<file path="src/rtl/player_pkg.sv">
// Shared types and default physics constants for the per-player motion engine,
// also used by the renderer and the collision block.
package player_pkg;

  typedef enum logic [1:0] {
    GROUND = 2'd0,
    RISE   = 2'd1,
    FALL   = 2'd2
  } mstate_t;

  localparam int DEF_STEP     = 1;
  localparam int DEF_GRAVITY  = 1;
  localparam int DEF_JUMP_V   = 12;
  localparam int DEF_JUMP_CUT = 4;
  localparam int DEF_MAX_FALL = 14;
  localparam int DEF_COYOTE   = 3;
  localparam int DEF_JBUF     = 3;
  localparam int DEF_X_MAX    = 639;
  localparam int DEF_Y_MAX    = 479;
  localparam int TICK_CNT_W   = 4;

  // Bits needed to hold a counter that starts at max_val.
  function automatic int cnt_width(input int max_val);
    return (max_val < 1) ? 1 : $clog2(max_val + 1);
  endfunction

endpackage

</file>
<file path="src/rtl/player_motion_tick_counter.sv">
// Small down-counter: clear beats load beats decrement; stops at zero.
module tick_counter
  import player_pkg::*;
#(
  parameter int W = TICK_CNT_W
) (
  input  logic         clk,
  input  logic         rst_n,
  input  logic         clr,
  input  logic         load,
  input  logic         dec,
  input  logic [W-1:0] load_val,
  output logic         zero
);

  logic [W-1:0] count;

  // Counter register with clear/load/decrement priority.
  always_ff @(posedge clk or negedge rst_n) begin
    if (!rst_n)                    count <= '0;
    else if (clr)                  count <= '0;
    else if (load)                 count <= load_val;
    else if (dec && count != '0)   count <= count - 1'b1;
  end

  assign zero = (count == '0);

endmodule

</file>
<file path="src/rtl/player_motion.sv">
// Per-player motion engine: walking, buffered/coyote jumps, variable jump
// height, gravity with terminal velocity, clamping and respawn.
module player_motion
  import player_pkg::*;
#(
  parameter int X_W      = 10,
  parameter int Y_W      = 9,
  parameter int V_W      = 6,
  parameter int STEP     = DEF_STEP,
  parameter int GRAVITY  = DEF_GRAVITY,
  parameter int JUMP_V   = DEF_JUMP_V,
  parameter int JUMP_CUT = DEF_JUMP_CUT,
  parameter int MAX_FALL = DEF_MAX_FALL,
  parameter int COYOTE   = DEF_COYOTE,
  parameter int JBUF     = DEF_JBUF,
  parameter int X_MAX    = DEF_X_MAX,
  parameter int Y_MAX    = DEF_Y_MAX,
  parameter int INIT_X   = 16,
  parameter int INIT_Y   = 400
) (
  input  logic                  clk,
  input  logic                  rst_n,
  input  logic                  tick,
  input  logic                  move_left,
  input  logic                  move_right,
  input  logic                  jump_btn,
  input  logic                  blk_up,
  input  logic                  blk_down,
  input  logic                  blk_left,
  input  logic                  blk_right,
  input  logic                  respawn,
  input  logic [X_W-1:0]        spawn_x,
  input  logic [Y_W-1:0]        spawn_y,
  output logic [X_W-1:0]        pos_x,
  output logic [Y_W-1:0]        pos_y,
  output logic signed [V_W-1:0] vel_y,
  output logic                  facing,
  output logic                  walking,
  output logic [1:0]            mstate
);

  localparam int JB_W = cnt_width(JBUF);
  localparam int CY_W = cnt_width(COYOTE);
  localparam int XW1  = X_W + 1;
  localparam int YW1  = Y_W + 1;

  localparam logic [X_W-1:0]        STEP_X  = X_W'(STEP);
  localparam logic [X_W:0]          XMAX_E  = XW1'(X_MAX);
  localparam logic [X_W-1:0]        XMAX_X  = X_W'(X_MAX);
  localparam logic [Y_W-1:0]        YMAX_Y  = Y_W'(Y_MAX);
  localparam logic signed [Y_W:0]   YMAX_S  = YW1'(Y_MAX);
  localparam logic signed [V_W-1:0] V_ZERO  = '0;
  localparam logic signed [V_W-1:0] V_GRAV  = V_W'(GRAVITY);
  localparam logic signed [V_W-1:0] V_JUMP  = V_W'(JUMP_V);
  localparam logic signed [V_W-1:0] V_CUT   = V_W'(JUMP_CUT);
  localparam logic signed [V_W-1:0] V_FLOOR = -V_W'(MAX_FALL);

  function automatic logic [X_W-1:0] step_left(input logic [X_W-1:0] x);
    return (x < STEP_X) ? '0 : x - STEP_X;
  endfunction

  function automatic logic [X_W-1:0] step_right(input logic [X_W-1:0] x);
    logic [X_W:0] s;
    s = {1'b0, x} + {1'b0, STEP_X};
    return (s >= XMAX_E) ? XMAX_X : s[X_W-1:0];
  endfunction

  // Gravity applied while falling, saturated at terminal velocity.
  function automatic logic signed [V_W-1:0] fall_vel(input logic signed [V_W-1:0] v);
    logic signed [V_W-1:0] d;
    d = v - V_GRAV;
    return (d < V_FLOOR) ? V_FLOOR : d;
  endfunction

  // y - v in one extra signed bit, clamped to the visible range.
  function automatic logic [Y_W-1:0] clamp_y(input logic [Y_W-1:0] y,
                                             input logic signed [V_W-1:0] v);
    logic signed [Y_W:0] t;
    t = $signed({1'b0, y}) - $signed({{(Y_W + 1 - V_W){v[V_W-1]}}, v});
    if (t[Y_W])       return '0;
    if (t >= YMAX_S)  return YMAX_Y;
    return t[Y_W-1:0];
  endfunction

  logic [X_W-1:0]        x_p1, x_nx;
  logic [Y_W-1:0]        y_p1, y_nx;
  logic signed [V_W-1:0] vel_p1, vel_nx;
  mstate_t               st_p1, st_nx;
  logic                  facing_p1, facing_nx;
  logic                  walking_p1, walking_nx;
  logic                  jump_p1;
  logic                  jump_edge, launch;
  logic                  jb_zero, cy_zero;
  logic                  cy_load, cy_dec;

  assign jump_edge = jump_btn & ~jump_p1;
  assign launch    = tick & (jump_edge | ~jb_zero) &
                     ((st_p1 == GROUND) | ~cy_zero) & ~blk_up;

  tick_counter #(.W(JB_W)) u_jbuf (
    .clk      (clk),
    .rst_n    (rst_n),
    .clr      (respawn | launch),
    .load     (jump_edge),
    .dec      (tick),
    .load_val (JB_W'(JBUF)),
    .zero     (jb_zero)
  );

  tick_counter #(.W(CY_W)) u_coyote (
    .clk      (clk),
    .rst_n    (rst_n),
    .clr      (respawn | launch),
    .load     (cy_load),
    .dec      (cy_dec),
    .load_val (CY_W'(COYOTE)),
    .zero     (cy_zero)
  );

  // Next-state logic: horizontal datapath plus the vertical FSM, active on tick.
  always_comb begin
    x_nx       = x_p1;
    y_nx       = y_p1;
    vel_nx     = vel_p1;
    st_nx      = st_p1;
    facing_nx  = facing_p1;
    walking_nx = walking_p1;
    cy_load    = 1'b0;
    cy_dec     = 1'b0;
    if (tick) begin
      walking_nx = 1'b0;
      if (move_left && !move_right) begin
        facing_nx = 1'b1;
        if (!blk_left) begin
          walking_nx = 1'b1;
          x_nx       = step_left(x_p1);
        end
      end else if (move_right && !move_left) begin
        facing_nx = 1'b0;
        if (!blk_right) begin
          walking_nx = 1'b1;
          x_nx       = step_right(x_p1);
        end
      end

      if (launch) begin
        vel_nx = V_JUMP;
        st_nx  = RISE;
      end else begin
        case (st_p1)
          GROUND: begin
            vel_nx = V_ZERO;
            if (!blk_down) begin
              st_nx   = FALL;
              cy_load = 1'b1;
            end
          end
          RISE: begin
            if (blk_up) begin
              vel_nx = V_ZERO;
              st_nx  = FALL;
            end else begin
              vel_nx = vel_p1 - V_GRAV;
              if (!jump_btn && vel_nx > V_CUT) vel_nx = V_CUT;
              if (vel_nx <= V_ZERO) st_nx = FALL;
            end
          end
          FALL: begin
            if (blk_down) begin
              vel_nx = V_ZERO;
              st_nx  = GROUND;
            end else begin
              vel_nx = fall_vel(vel_p1);
              cy_dec = 1'b1;
            end
          end
          default: begin
            vel_nx = V_ZERO;
            st_nx  = FALL;
          end
        endcase
      end

      y_nx = clamp_y(y_p1, vel_nx);
      if (y_nx == YMAX_Y) begin
        vel_nx = V_ZERO;
        st_nx  = GROUND;
      end
    end
  end

  // Output stage: registered motion state; respawn overrides any tick update.
  always_ff @(posedge clk or negedge rst_n) begin
    if (!rst_n) begin
      x_p1       <= X_W'(INIT_X);
      y_p1       <= Y_W'(INIT_Y);
      vel_p1     <= V_ZERO;
      st_p1      <= FALL;
      facing_p1  <= 1'b0;
      walking_p1 <= 1'b0;
      jump_p1    <= 1'b0;
    end else begin
      jump_p1 <= jump_btn;
      if (respawn) begin
        x_p1       <= spawn_x;
        y_p1       <= spawn_y;
        vel_p1     <= V_ZERO;
        st_p1      <= FALL;
        walking_p1 <= 1'b0;
      end else begin
        x_p1       <= x_nx;
        y_p1       <= y_nx;
        vel_p1     <= vel_nx;
        st_p1      <= st_nx;
        facing_p1  <= facing_nx;
        walking_p1 <= walking_nx;
      end
    end
  end

  assign pos_x   = x_p1;
  assign pos_y   = y_p1;
  assign vel_y   = vel_p1;
  assign facing  = facing_p1;
  assign walking = walking_p1;
  assign mstate  = st_p1;

endmodule

</file>
<file path="config.mk">
export PLATFORM = sky130hd
export DESIGN_NAME = player_motion
export DESIGN_NICKNAME = d
export VERILOG_FILES = /design/src/rtl/player_pkg.sv /design/src/rtl/player_motion_tick_counter.sv /design/src/rtl/player_motion.sv
export SDC_FILE = /design/constraint.sdc
export NUM_CORES = 1
export LEC_CHECK = 0
export BUFFER_PORTS_ARGS = -buffer_cell sky130_fd_sc_hd__buf_2
export CAP_MARGIN = 20
export CORE_MARGIN = 10
export CORE_UTILIZATION = 30
export CTS_BUF_LIST = sky130_fd_sc_hd__clkbuf_8
export CTS_CLUSTER_SIZE = 14
export DETAILED_ROUTE_END_ITERATION = 10
export PLACE_DENSITY = 0.49
export SKIP_LAST_GASP = 1
export SLEW_MARGIN = 20
export SYNTH_ARGS = -nofsm -noshare
export SYNTH_HDL_FRONTEND = slang
export SYNTH_SLANG_ARGS = --single-unit
</file>
<file path="constraint.sdc">
create_clock -name clk -period 4.15 [get_ports clk]
set_input_delay 0.6225 -clock clk [delete_from_list [all_inputs] [get_ports clk]]
set_output_delay 0.6225 -clock clk [all_outputs]
set_load 0.02 [all_outputs]
</file>
==> flow_metrics.tcl <==
set metrics [dict create \
    wl_met1_um 5040 \
    coreArea_mm2 0.0108 \
    worst_skew_pair.late_latency_ns 0.29 \
    grt_pass1_vias 3253 \
    wire_per_inst_um 16.8 \
    syn_area_per_cell_um2 8.10 \
    drv_slew 0 \
    min_period_over_period_pct 95.2 \
    crit_arrival_ns 4.11 \
    die_area_mm2 0.0156 \
    overflow 0 \
    setup_viol 0 \
    cap_violations 0 \
    drive_gt1_share_pct 23.2 \
    worst_setup_path_start_kind "register" \
    path_clk_slew_ns 0.08 \
    crit_fanout 12 \
    die_y_um 125 \
    synth_most_common_cell "a21oi_1" \
    dpl_cell_area_mm2 0.00370 \
    ys_seq_area_share_pct 26.0 \
    max_freq_mhz 253 \
    syn-cell-area_mm2 0.00330 \
    synth_common_cells "37 x a21oi_1, 35 x nand2_1, 29 x dfrtp_1" \
    synth_cell_type_count 75 \
    period_minus_slack_ns 3.95 \
    nNetsFinal 508 \
    synth_edf_count 0 \
    syn2layout_area_growth_pct 15.9 \
    hold_viol 0 \
    vias 3169 \
    synth_seq_cells 34 \
    synthArstFlopShare_pct 100 \
    grt.total_usage_pct 12.5 \
    met2_length_um 4290 \
    synth_area_leaders "dfrtp_1 22%, ha_1 8.3%, a21oi_1 5.6%" \
    power.leakage_nw 1.63 \
    min_path_type "in -> async" \
    synth_nets 460 \
    cts_root_buf "clkbuf_8" \
    fin_setup_tns_ns 0 \
    wl_um 9990 \
    ys.flop_type "dfrtp_1" \
    grt_pass1_wl_um 16800 \
    start_util_pct 30.6 \
    via_per_inst 5.32 \
    row_count 38 \
    grt_start_max_net_pins 35 \
    highest_layer "met4" \
    synth_largest_area_cell "dfrtp_1" \
    utilization_pct 35.4 \
    port_buffers 58 \
    cts_max_path_buffers 2 \
    diodes 0 \
    status "complete, no violations" \
    wl_met3_um 505 \
    worstSetupEndpointType "register" \
    antenna_found_initial 0 \
    skew_ns 0.00852 \
    cts_made_buffers 5 \
    max-slew-margin-rel_pct 41.1 \
    cts.sinks 34 \
    power-per-cell-area_mw_per_mm2 992 \
    ios 59 \
    firstDrtPassIters 4 \
    cts_tree "yes" \
    crit_type "reg -> reg" \
    drtIter0Drc 207 \
    ir_drop_mv 0.504 \
    postSynthCellCount 407 \
    tightest_slew_ns 0.874 \
    dieWidth_um 125 \
    drc_errors 0 \
    netlist.area_leader.share_pct 22.0 \
    fin_area_mm2 0.00382 \
    place_hpwl_um 7690 \
    crit_required_ns 4.31 \
    rsz0062_at_grt "no" \
    ys_warn_count 0 \
    htree_levels 2 \
    gp_congestion 0.847 \
    final_antenna_net_count 0 \
]
## worst paths after layout
check / to / slack (ns) / cells after the start / from
min reg2reg: u_coyote.count[0] / 0.50 / 1 / u_coyote.count[0]
max reg2reg: vel_y[0] / 0.20 / 16 / vel_y[2]
min in group clk: jump_p1 / 0.48 / 1 / jump_btn
min: u_coyote.count[1] / 0.43 / 1 / rst_n
max: vel_y[0] / 0.20 / 16 / vel_y[2]
max in group asynchronous: vel_y[0] / 3.15 / 1 / rst_n
## cells by family (layout without fill, tap and decap cells)
group | after synthesis | count (layout) | share of synthesized area, %
flops | 34 | 34 | 26.0
buf+inv | 48 | 97 | 5.88
fa+ha+maj | 23 | 23 | 8.95
xor+xnor | 12 | 12 | 3.19
compound gates | 145 | 145 | 31.1
simple gates | 140 | 140 | 23.3
mux | 5 | 5 | 1.56
## cell usage in the layout, fill, tap and decap left out, drive strengths merged, types with 3 or more instances in the layout
master | synthesis | final
a211oi | 4 | 4
a21boi | 3 | 3
a21oi | 37 | 37
a221oi | 4 | 4
a22oi | 6 | 6
a31oi | 4 | 4
and3 | 4 | 4
buf | 4 | 63
clkbuf | 18 | 5
clkinv | 1 | 3
dfrtp | 29 | 29
dfstp | 5 | 5
ha | 22 | 22
inv | 25 | 26
mux2i | 4 | 4
nand2 | 35 | 35
nand2b | 12 | 12
nand3 | 8 | 8
nand3b | 3 | 3
nand4 | 4 | 4
nor2 | 28 | 28
nor2b | 5 | 5
nor3 | 17 | 17
nor3b | 3 | 3
nor4 | 3 | 3
o2111ai | 5 | 5
o21a | 4 | 4
o21ai | 32 | 32
o21bai | 3 | 3
o22ai | 8 | 8
o31a | 4 | 4
o31ai | 10 | 10
or2 | 3 | 3
or3 | 5 | 5
or3b | 3 | 3
xnor2 | 7 | 7
xor2 | 5 | 5
## critical path, cell delays in order (launching register included)
cell	delay (ns)
dfrtp_1	0.51
or2_4	0.31
o31a_4	0.31
nor3_1	0.24
a21o_1	0.17
a211o_1	0.16
inv_1	0.05
ha_1	0.21
fa_1	0.42
nand2b_1	0.21
a211oi_1	0.32
o22ai_1	0.15
xnor2_1	0.24
nand3_2	0.16
nor2_4	0.13
buf_12	0.14
o32ai_2	0.07
## metal layers
metal  vias to the layer above  track usage [%]
met5                         -                0
met4                         0             3.46
met3                        11             2.77
met2                        74             19.6
met1                      1486             16.9
li1                       1598                -
## flip-flops by register name (all words and copies together), names as in the netlist
register and cells:
walking 1, facing 1, pos_x 10, jump_p1 1
u_coyote.count 2, mstate 2, u_jbuf.count 2, pos_y 9
vel_y 6
## what timing repair did
| item | 4_1_cts | 5_1_grt |
|---|---|---|
| endpoints found under the setup margin | 0 | 16 |
| hold buffers | 0 | 0 |
| setup buffers | 0 | 1 |
| resized for setup | 0 | 6 |
## metrics by stage
| stage | hold WS [ns] | cells | total power, mW | worst slack (ns) |
|---|---|---|---|---|
| CTS | 0.459 | 595 | 3.66 | 0.0458 |
| detailed placement | 0.498 | 587 | 3.40 | 0.0983 |
| global placement | 0.466 | 587 | 3.40 | 0.0810 |
| floorplan | 0.327 | 407 | 2.77 | 0.507 |
| global route | 0.481 | 596 | 4.15 | 0.00126 |
| finish | 0.430 | 596 | 3.79 | 0.197 |
## power breakdown
group          internal (mW)  switching (mW)  total, mW  leakage (nW)
Clock                  0.114           0.127      0.241        0.0491
Sequential             0.445           0.147      0.592         0.417
Combinational           1.22            1.74       2.96          1.16
## layout make-up
class	count	area [µm²]
fillers	1147	6970
multi-input cells	325	2270
flip-flops and latches	34	860
repair buffers	63	340
well taps	140	175
inverters	26	97.6
clock buffers	5	68.8
clock inverters	3	13.8
(Power assumes the default switching activity.)
